`config.mk`:
```
export PLATFORM = sky130hd
export DESIGN_NAME = vga_rom_arbiter
export DESIGN_NICKNAME = d
export VERILOG_FILES = /design/src/rtl/vga_rom_arbiter.sv
export SDC_FILE = /design/constraint.sdc
export NUM_CORES = 1
export LEC_CHECK = 0
export BUFFER_PORTS_ARGS = -buffer_cell sky130_fd_sc_hd__buf_2
export CORE_MARGIN = 2
export CORE_UTILIZATION = 25
export CTS_CLUSTER_DIAMETER = 30
export DETAILED_ROUTE_END_ITERATION = 8
export GPL_TIMING_DRIVEN = 0
export PLACE_DENSITY = 0.51
export REMOVE_ABC_BUFFERS = 1
export SYNTH_ARGS = -nofsm -noshare
export SYNTH_HDL_FRONTEND = slang
export SYNTH_SLANG_ARGS = --single-unit
export TNS_END_PERCENT = 50
```
`constraint.sdc`:
```
create_clock -name clk -period 2.59 [get_ports clk]
set_input_delay 0.1295 -clock clk [delete_from_list [all_inputs] [get_ports clk]]
set_output_delay 0.1295 -clock clk [all_outputs]
set_load 0.05 [all_outputs]
```
`src/rtl/vga_rom_arbiter.sv`:
```
// Two-port arbiter in front of the synchronous pattern ROM. Port 0 (pixel pipe) has
// strict priority and fixed latency; port 1 (background reader) is served with req/ack in idle cycles.
module vga_rom_arbiter #(
    parameter int AW           = 11,
    parameter int DW           = 8,
    parameter int ROM_LAT      = 1,
    parameter int STARVE_LIMIT = 1023
) (
    input  logic          clk,
    input  logic          rst,
    input  logic          m0_req,
    input  logic [AW-1:0] m0_addr,
    output logic          m0_valid,
    output logic [DW-1:0] m0_data,
    input  logic          m1_req,
    input  logic [AW-1:0] m1_addr,
    output logic          m1_ack,
    output logic          m1_valid,
    output logic [DW-1:0] m1_data,
    output logic          m1_starve,
    output logic [AW-1:0] rom_addr,
    input  logic [DW-1:0] rom_data
);

    localparam int            CW        = 16;
    localparam logic [CW-1:0] STARVE_LIM = CW'(STARVE_LIMIT);
    localparam logic [CW-1:0] CNT_MAX    = {CW{1'b1}};

    typedef enum logic [1:0] {
        ST_IDLE = 2'd0,
        ST_PEND = 2'd1,
        ST_RESP = 2'd2
    } state_e;

    typedef enum logic [1:0] {
        TAG_NONE = 2'd0,
        TAG_M0   = 2'd1,
        TAG_M1   = 2'd2
    } tag_e;

    state_e        state_q, state_d;
    tag_e          tag_q [0:ROM_LAT];
    tag_e          tag_d [0:ROM_LAT];
    logic [AW-1:0] rom_addr_q, rom_addr_d;
    logic          m0_valid_q, m0_valid_d;
    logic [DW-1:0] m0_data_q, m0_data_d;
    logic          m1_ack_q, m1_ack_d;
    logic          m1_valid_q, m1_valid_d;
    logic [DW-1:0] m1_data_q, m1_data_d;
    logic          starve_q, starve_d;
    logic [CW-1:0] cnt_q, cnt_d;
    logic          grant_m0_s;
    logic          grant_m1_s;

    // Grant decision, ROM address and tag-pipeline advance.
    always_comb begin
        grant_m0_s = m0_req;
        grant_m1_s = !m0_req && m1_req && ((state_q == ST_IDLE) || (state_q == ST_PEND));
        rom_addr_d = rom_addr_q;
        tag_d[0]   = TAG_NONE;
        if (grant_m0_s) begin
            rom_addr_d = m0_addr;
            tag_d[0]   = TAG_M0;
        end else if (grant_m1_s) begin
            rom_addr_d = m1_addr;
            tag_d[0]   = TAG_M1;
        end else begin
            rom_addr_d = rom_addr_q;
            tag_d[0]   = TAG_NONE;
        end
        for (int k = 1; k <= ROM_LAT; k++) begin
            tag_d[k] = tag_q[k-1];
        end
        m1_ack_d = grant_m1_s;
    end

    // Returned ROM data is steered to the owner named by the last tag stage.
    always_comb begin
        m0_valid_d = 1'b0;
        m0_data_d  = m0_data_q;
        m1_valid_d = 1'b0;
        m1_data_d  = m1_data_q;
        case (tag_q[ROM_LAT])
            TAG_M0: begin
                m0_valid_d = 1'b1;
                m0_data_d  = rom_data;
            end
            TAG_M1: begin
                m1_valid_d = 1'b1;
                m1_data_d  = rom_data;
            end
            default: begin
                m0_valid_d = 1'b0;
                m1_valid_d = 1'b0;
            end
        endcase
    end

    // Port-1 handshake FSM and starvation counter.
    always_comb begin
        state_d = state_q;
        cnt_d   = cnt_q;
        case (state_q)
            ST_IDLE: begin
                cnt_d = {CW{1'b0}};
                if (m1_req && m0_req) begin
                    state_d = ST_PEND;
                end else if (grant_m1_s) begin
                    state_d = ST_RESP;
                end else begin
                    state_d = ST_IDLE;
                end
            end
            ST_PEND: begin
                if (!m1_req) begin
                    state_d = ST_IDLE;
                    cnt_d   = {CW{1'b0}};
                end else if (m0_req) begin
                    state_d = ST_PEND;
                    cnt_d   = (cnt_q == CNT_MAX) ? cnt_q : cnt_q + 16'd1;
                end else begin
                    state_d = ST_RESP;
                    cnt_d   = {CW{1'b0}};
                end
            end
            ST_RESP: begin
                // Exactly one read outstanding; the request line is ignored here.
                if (m1_valid_q) begin
                    state_d = ST_IDLE;
                    cnt_d   = {CW{1'b0}};
                end else begin
                    state_d = ST_RESP;
                end
            end
            default: begin
                state_d = ST_IDLE;
                cnt_d   = {CW{1'b0}};
            end
        endcase
        starve_d = starve_q || (cnt_d >= STARVE_LIM);
    end

    // State registers; reset also flushes in-flight tags so no stale valid escapes.
    always_ff @(posedge clk) begin
        if (rst) begin
            state_q    <= ST_IDLE;
            rom_addr_q <= {AW{1'b0}};
            m0_valid_q <= 1'b0;
            m0_data_q  <= {DW{1'b0}};
            m1_ack_q   <= 1'b0;
            m1_valid_q <= 1'b0;
            m1_data_q  <= {DW{1'b0}};
            starve_q   <= 1'b0;
            cnt_q      <= {CW{1'b0}};
            for (int k = 0; k <= ROM_LAT; k++) begin
                tag_q[k] <= TAG_NONE;
            end
        end else begin
            state_q    <= state_d;
            rom_addr_q <= rom_addr_d;
            m0_valid_q <= m0_valid_d;
            m0_data_q  <= m0_data_d;
            m1_ack_q   <= m1_ack_d;
            m1_valid_q <= m1_valid_d;
            m1_data_q  <= m1_data_d;
            starve_q   <= starve_d;
            cnt_q      <= cnt_d;
            for (int k = 0; k <= ROM_LAT; k++) begin
                tag_q[k] <= tag_d[k];
            end
        end
    end

    assign rom_addr  = rom_addr_q;
    assign m0_valid  = m0_valid_q;
    assign m0_data   = m0_data_q;
    assign m1_ack    = m1_ack_q;
    assign m1_valid  = m1_valid_q;
    assign m1_data   = m1_data_q;
    assign m1_starve = starve_q;

endmodule

```
; Yosys cells after proc, flatten, opt, wreduce, memory -nomap -nowiden
; Memory sizes are Yosys's and may differ from the RTL's.
; Index checks and enable logic that the tools add are counted.
; Widths: inputs -> output; s select.
[totals]
reg_bits = 49
latch_bits = 0
mem_bits_rw = 4
mem_bits_ro = 0
input_bits = 34
output_inout_bits = 31
word_cells = 48
mem_count = 1
[classes]
n_addsub = 1
mul = 0
div = 0
magnitude_cmp = 1
eq_ne = 5
shift = 0
n_mux = 21
bitwise_logic = 2
n_reduce_logical = 8
[memory_table]
columns = name, words, word_bits, rd, rd_clocked_by_memory_dff, write_ports, line_no
row1 = tag_q, 2, 2, 2, 0, 2, 42  ; tag_e tag_q [0:ROM_LAT];
[ops]
columns = op, n
row1 = $mux 16, 4
row2 = $pmux 16 s2, 1
row3 = $mux 11, 2
row4 = $add 16x1->16 const B, 1
row5 = $eq 16x16->1 const B, 1
row6 = $ge 16x10->1 const B, 1
row7 = $mux 2, 8
row8 = $pmux 2 s3, 1
row9 = $mux 1, 5
row10 = $eq 2x1->1 const B, 2
row11 = $eq 2x2->1 const B, 2
row12 = $logic_and 1x1->1, 3
row13 = $logic_not 2->1, 1
row14 = $logic_or 1x1->1, 2
row15 = $or 1x1->1, 2
row16 = $reduce_bool 2->1, 1
row17 = $logic_not 1->1, 1

; Longest topological paths before layout
; Gate-level depths: netlist (run 1).
[depth]
word_depth = 7
mapped_depth = 10
depth_no_buf = 9

; Worst setup path before layout (run 1)
; OpenSTA, ideal clock, no wires.
[synth_path]
path_kind = reg-to-reg
startpoint = register cnt_q[1]
endpoint = register starve_q (netlist: m1_starve)
setup_ns = 0.087
arrival_time_ns = 2.074
required_time_ns = 2.503
slack_ns = 0.429
path_stages_with_launch = 11
path_buffers = 2
synth_period_minus_slack_ns = 2.161
cell_sequence = dfxtp_1 -> ha_1 -> buf_4 -> nand4_4 -> or4_1 -> buf_6 -> mux2i_1 -> a32oi_1 -> o22ai_1 -> nand4_1 -> o31ai_1
[synth_between]
elab_chain_cells = 7
[synth_rtl]
columns = element, line_no
row1 = "start, declared", 51  ; logic [CW-1:0] cnt_q, cnt_d;
row2 = "start signal, assigned", 154  ; cnt_q <= {CW{1'b0}};
row3 = "start signal, assigned", 167  ; cnt_q <= cnt_d;
row4 = $add 16x1->16 / $eq 16x16->1 (equally long branches), 120  ; cnt_d = (cnt_q == CNT_MAX) ? cnt_q : cnt_q + 16'd1;
row5 = $mux 16, 120
row6 = $mux 16, 118  ; end else if (m0_req) begin
row7 = $mux 16, 115  ; if (!m1_req) begin
row8 = $pmux 16 s2 (*), 103  ; case (state_q)
row9 = $ge 16x10->1 (*), 140  ; starve_d = starve_q || (cnt_d >= STARVE_LIM);
row10 = $logic_or 1x1->1 (*), 140
row11 = "end signal, assigned", 166  ; starve_q <= starve_d;
row12 = "end, declared", 50  ; logic starve_q, starve_d;
; Mark *: on every way between the ends. The rest lies on a longest branch, timed or not.
; A chain may end at the register's enable or synchronous reset.

; Final worst setup path (run 1)
[layout_path]
startpoint = register cnt_q[0]
endpoint = register starve_q (netlist: m1_starve)
; Same word-level chain as after synthesis.

==> metrics.yaml, run 1 <==
timing:
  min_period_ns: 2.421
  fin_crit_sh_pct: 93.49
  rsz0062_at_grt: "false"
  clock.fmax_mhz: 413.0
  tightest_slew_ns: 1.019
  setup_violations: 0
  fin_skew_ns: 0.01875
  relSlewSlack_pct: 31.95
  drv_slew: 0
  hold_viol_final: 0
  timing.hold.ws_ns: 0.03289
placed_design:
  place_hpwl_mm: 4.368
  placed_cell_area_um2: 2919
  finalWeightedCongestion: 0.8505
  post-place-cells: 489
  io_buffers: 64
clock_network:
  cts.sink_count: 53
  cts_hold_buf: 0
  htree_levels: 2
  clk_pin_slew_ns: 0.12
  cts_root_buf: "clkbuf_8"
  clockBufferDepth: 2
  clk_latency_ns: 0.32
  cts_tree: "yes"
  post_cts_buffers: 0
  cts_made_buffers: 5
global_route:
  grt_max_degree: 40
  track_usage_pct: 11.90
  grt_pass1_wl_mm: 10.79
  overflow: 0
  grt_pass1_vias: 2236
  antenna_found_initial: 0
yosys:
  synth-seq-area-share_pct: 42.23
  synth_edf_count: 0
  synthArstFlopShare_pct: 0
  synth_cell_types: 45
  synth_area_per_cell_um2: 8.078
  synthCells: 311
  ys_warn_count: 0
  synth_flop_cell: "dfxtp_1"
  ys_seq_elements: 53
  syn_area_um2: 2512
final_layout:
  area_delta_synth_final_pct: 20.92
  finalNonFillerCells: 497
  drive_gt1_share_pct: 23.63
  final_nets: 402
  final_cell_mix: "64 x buf_2, 51 x dfxtp_1, 43 x nand2_1, 42 x nor2_1, 37 x a21oi_1"
  design_area_um2: 3038
  final_common_cell: "buf_2"
  n_antenna_cell: 0
  fillers: 1079
worst_setup_path:
  timing.rr.start: "cnt_q[0]"
  cp-end-kind: "register"
  path_buf_inv: 0
  reg2reg_slack_ns: 0.17
  crit_family: "simple AND/OR/NAND/NOR gates"
  crit_slowest_cell: "or4_4"
  required_ns: 2.82
  start_kind: "register"
  worst_r2r_endpoint: "m1_starve"
  reg2reg_depth: 8
  crit_arrival_ns: 2.65
  crit_chain: "ha_4 > nand4_4 > or4_4 > mux2i_1 > a32oi_1 > o22ai_1 > nand4_1 > o31ai_1"
  crit_path_max_incr_delay_ns: 0.62
  path_class: "reg2reg"
  worstPathMaxFanout: 10
floorplan:
  num_rows: 36
  start_util_pct: 25.70
  pin_count: 65
  die_area_um2: 10870
  die_x_um: 104.2
  die_h_um: 104.2
  core_um2: 9774
detailed_routing:
  wire_per_inst_um: 12.96
  drtIter0Drc: 135
  drc: 0
  via_count: 2357
  first_pass_iters: 4
  routed_wl_mm: 6.439
  ant_nets: 0
  viasPerCell: 4.742
power_and_ir_drop:
  power.leakage_uw: 0.001236
  vdd_drop_max_v: 0.0002684
  power_density_nw_per_um2: 522.1
hold_path:
  holdCritStartpoint: "m0_addr[3]"
  holdPathEnd: "rom_addr[3]"
  holdPathStages: 3
  min-delay-path-class: "in2reg"
flow_run:
  drv_cap: 0
status:
  status: "finished, final reports clean"
-- per-stage QoR --
stage	util (%)	total power (µW)	setup TNS, ns	worst slack, ns
floorplan	-	1017	0	0.2056
global placement	29.67	1098	-0.1846	-0.1846
detailed placement	29.86	1105	-0.2550	-0.2550
CTS	30.91	1607	0	0.07642
global route	31.08	1660	0	0.02800
finish	31.08	1586	0	0.1687
-- worst reg2reg max path, cell delays in order (launching register included) --
cell and delay [ns]:
dfxtp_2 0.45, ha_4 0.22, nand4_4 0.19, or4_4 0.62
mux2i_1 0.19, a32oi_1 0.09, o22ai_1 0.19, nand4_1 0.14
o31ai_1 0.25
-- routing by layer --
layer	vias up	part of all wire, %	track usage (%)
li1	1198	-	-
met1	1076	48	15.80
met2	74	46	19.31
met3	9	4.1	2.068
met4	0	1.5	4.440
met5	-	0	0
-- where the power goes --
| group | total (µW) | internal (µW) | switching (µW) |
|---|---|---|---|
| logic | 233 | 72.6 | 161 |
| registers | 851 | 839 | 12.0 |
| clock network | 502 | 197 | 305 |
-- synthesized netlist by cell type, types with 2 or more instances --
master,number,area [µm²]
nand2b_1,4,25.02
nand2_1,43,161.4
o31ai_1,2,15.01
nand3_1,9,45.04
nor3b_1,2,15.01
buf_6,2,22.52
o22ai_1,2,12.51
inv_1,3,11.26
dfxtp_1,53,1061
o21a_1,3,22.52
nor4_1,6,37.54
clkbuf_1,12,45.04
nor3_1,7,35.03
nor2_1,42,157.7
o21ai_0,13,65.06
buf_4,2,15.01
buf_1,3,11.26
nand4_4,2,42.54
a21oi_1,37,185.2
mux2i_1,13,130.1
ha_1,5,62.56
a21o_1,2,15.01
a211oi_1,3,22.52
a31oi_1,2,12.51
nor2b_1,11,68.82
or3_1,2,12.51
nand4_1,6,37.54
and3_1,3,18.77
-- state kept, by name, indices dropped and copies added (netlist names), 2 cells and up --
name	count
cnt_q	16
rom_addr	11
m0_data	8
m1_data	8
tag_q	4
state_q	2
-- cell type report --
type	instances	area [µm²]	area share (%)
flip-flops and latches	53	1064	35.01
repair buffers	65	335.3	11.04
inverters	3	11.26	0.3707
clock buffers	5	68.82	2.265
well taps	133	166.4	5.478
clock inverters	3	26.28	0.8649
multi-input cells	235	1366	44.98
-- repair_timing --
item / 4_1_cts / 5_1_grt
endpoints found under the setup margin: 2 / 1
resized for setup: 3 / 3
pin swaps: 0 / 1
hold endpoints to repair: 0 / 0
gates cloned: 0 / 0
-- worst max path at each step --
stage              from         to  slack (ns)  depth (start not counted)
6_report       cnt_q[0]  m1_starve        0.17                          8
5_1_grt        cnt_q[0]  m1_starve        0.03                          8
4_1_cts        cnt_q[0]  m1_starve        0.08                          8
3_5_place_dp   cnt_q[0]  m1_starve       -0.26                          8
3_3_place_gp   cnt_q[0]  m1_starve       -0.18                          8
2_1_floorplan  cnt_q[0]  m1_starve        0.21                          8
-- kinds of logic after synthesis --
| group | Yosys count | synth area share [%] |
|---|---|---|
| buffers and inverters | 23 | 4.382 |
| flip-flops | 53 | 42.23 |
| adder cells (fa/ha/maj) | 5 | 2.490 |
| multiplexers | 13 | 5.179 |
| AND/OR/NAND/NOR | 144 | 28.88 |
| AO/OA/AOI/OAI | 73 | 16.83 |
No activity file was read; power rests on OpenSTA's default activity.
==> inputs of run 2 (changes only) <==
ABC_AREA = 1   (was not set)
==> run 2 against run 1 <==
  * Routed wire length rose by 3.4%
  * Cell count is 15% higher
  * Worst setup slack better by 0.21 ns
  * Sequential power grew 1%
  * Maximum frequency is 9.4% higher
  * Global-route usage grew 0.44 points
  * Register-to-register slack better by 0.21 ns
  * Largest cell class unchanged
  * Highest routed layer unchanged
==> metrics.yaml, run 2 <==
timing:
  clock.fmax_mhz: 451.9  # +9.4%
  fin_skew_ns: 0.01091  # -0.007837 ns
  min_period_ns: 2.213  # -0.2084 ns
  hold_viol_final: 0  # unchanged
  rsz0062_at_grt: "false"
  tns_ns: 0  # unchanged
  final.setup.worst_slack_ns: 0.3771  # +0.2084 ns
  drv_slew: 0  # unchanged
  tightest_slew_ns: 0.7371  # -0.2816 ns
  fin_crit_sh_pct: 85.44  # -8.0 points
  relSlewSlack_pct: 50.81  # +19 points
  setup_violations: 0  # unchanged
worst_setup_path:
  cp-end-kind: "register"
  crit_chain: "ha_1 > inv_1 > nor2_4 > nand4_2 > nand3_1 > nand2_1 > nand2_1 > nand2_1 > nor2_1 > nand2_1 > nor2_1 > nor2_1 > nor2_1"
  crit_start: "cnt_q[0]"
  crit_path_max_incr_delay_ns: 0.40  # -0.22 ns
  start_kind: "register"
  crit_family: "simple AND/OR/NAND/NOR gates"
  timing.rr.start: "cnt_q[0]"
  crit_slowest_cell: "dfxtp_1"
  crit_arrival_ns: 2.44  # -0.21 ns
  worstPathMaxFanout: 12  # +2
  required_ns: 2.82  # about the same
  path_buf_inv: 1  # +1
  path_class: "reg2reg"
floorplan:
  die_area_um2: 11140  # +2.5%
  num_rows: 37  # +2.8%
  core_um2: 10180  # +4.2%
  die_x_um: 105.5  # +1.2%
  start_util_pct: 25.31  # -0.40 points
  pin_count: 65  # unchanged
  die_h_um: 105.5  # +1.2%
hold_path:
  holdCritStartpoint: "rom_data[5]"
  min-delay-path-class: "in2reg"
detailed_routing:
  first_pass_iters: 5  # +1
  routed_wl_mm: 6.659  # +3.4%
  viasPerCell: 4.408  # -7.1%
  via_count: 2530  # +7.3%
  drtIter0Drc: 120  # -11%
  wire_per_inst_um: 11.60  # -10%
  drc: 0  # unchanged
  ant_nets: 0  # unchanged
clock_network:
  cts_tree: "yes"
  cts.sink_count: 53  # unchanged
  cts_root_buf: "clkbuf_8"
  clk_pin_slew_ns: 0.11  # about the same
  cts_made_buffers: 5  # unchanged
  clockBufferDepth: 2  # unchanged
  clk_latency_ns: 0.30  # -0.02 ns
  htree_levels: 2  # unchanged
placed_design:
  place_ws_ns: 0.1854  # +0.4404 ns
  place_hpwl_mm: 4.941  # +13%
  placed_cell_area_um2: 3005  # +3.0%
  io_buffers: 64  # unchanged
  finalWeightedCongestion: 0.8531  # +0.31%
yosys:
  synth_cell_types: 28  # -38%
  synth_area_leader_cell: "dfxtp_1"
  synthTopCellsByArea: "dfxtp_1 41%, nand2_1 15%, nor2_1 9.9%"
  ys_warn_count: 0  # unchanged
  synth_flop_cell: "dfxtp_1"
  synth_edf_count: 0  # unchanged
  synth_top_area_share_pct: 41.17  # -1.1 points
  ys_seq_elements: 53  # unchanged
  yosysMostFrequentCell: "nand2_1"
  synthCells: 378  # +22%
  syn_area_um2: 2577  # +2.6%
  synth-seq-area-share_pct: 41.17  # -1.1 points
  netlist_top_cells_count: "100 x nand2_1, 68 x nor2_1, 53 x dfxtp_1"
  synthArstFlopShare_pct: 0  # unchanged
  synth_area_per_cell_um2: 6.819  # -16%
global_route:
  overflow: 0  # unchanged
  antenna_found_initial: 0  # unchanged
  grt_pass1_wl_mm: 11.16  # +3.5%
  grt_max_degree: 29  # -28%
  grt_pass1_vias: 2277  # +1.8%
  track_usage_pct: 12.34  # +0.44 points
final_layout:
  final_cell_mix: "100 x nand2_1, 68 x nor2_1, 64 x buf_2, 53 x dfxtp_1, 35 x o21ai_0"
  multi_input_area_um2: 1320  # -3.4%
  design_area_um2: 3107  # +2.3%
  drive_gt1_share_pct: 20.55  # -3.1 points
  final_nets: 476  # +18%
  n_antenna_cell: 0  # unchanged
  largest_reg_flops: 16  # unchanged
  final_common_cell: "nand2_1"
  area_delta_synth_final_pct: 20.53
  largest_register: "cnt_q"
  layout.area.seq_um2: 1061  # -0.24%
  fillers: 1191  # +10%
power_and_ir_drop:
  vdd_drop_max_v: 0.0002534  # -5.6%
  power_density_nw_per_um2: 524.3  # +0.41%
  fin_total_pwr_uw: 1629  # +2.7%
  power.leakage_uw: 0.001380  # +12%
status:
  status: "finished, final reports clean"
flow_run:
  drv_cap: 0  # unchanged
[run 2: what timing repair did]
item                                    CTS  global route
buffers inserted                          0             0
endpoints found under the setup margin    0             1
hold buffers                              0             0
endpoints found under the hold margin     0             0
resized for setup                         0             1
[run 2: cells by family after synthesis]
family                     share of synthesized area, %
DFF                                               41.17
adders and majority gates                         2.427
xor gates and xnor gates                         0.3399
AOI/OAI and AO/OA                                 12.77
and+or+nand+nor                                   35.63
buffers and inverters                             7.670
[run 2: worst min-delay path, cell delays in order]
cell and delay, ns:
buf_2 0.09, nor2_1 0.04, nor2_1 0.08
[run 2: per-layer routing]
metal	up-vias	global-route usage (%)	wire, µm	part of all wire (%)
met4	0	3.102	58	0.87
met2	43	19.59	3061	46
met3	4	2.226	287	4.3
met1	1161	17.32	3252	49
li1	1322	-	-	-
met5	-	0	0	0
[run 2: final timing paths]
check                     end  slack [ns]  depth (start not counted)
hold reg to reg   tag_q[0][2]        0.41                          2
hold / removal     m0_data[5]        0.06                          3
setup / recovery    m1_starve        0.38                         13
setup reg to reg    m1_starve        0.38                         13
[run 2: final cells by class]
cell class	instances	share of cell area [%]
multi-input cells	277	42.49
flip-flops and latches	53	34.15
repair buffers	64	10.31
well taps	136	5.477
inverters	36	4.350
clock buffers	6	2.658
clock inverters	2	0.5638
[run 2: power breakdown]
group          switching, µW  internal (µW)
registers               14.3            846
logic                    185           64.3
clock network            296            223
[run 2: through the flow]
step / instances / utilization, % / hold WS [ns]
floorplan: 366 / - / 0.2007
global placement: 566 / 29.51 / 0.3770
detailed placement: 566 / 29.51 / 0.3842
CTS: 574 / 30.49 / 0.04452
global route: 574 / 30.50 / 0.06459
finish: 574 / 30.50 / 0.05871
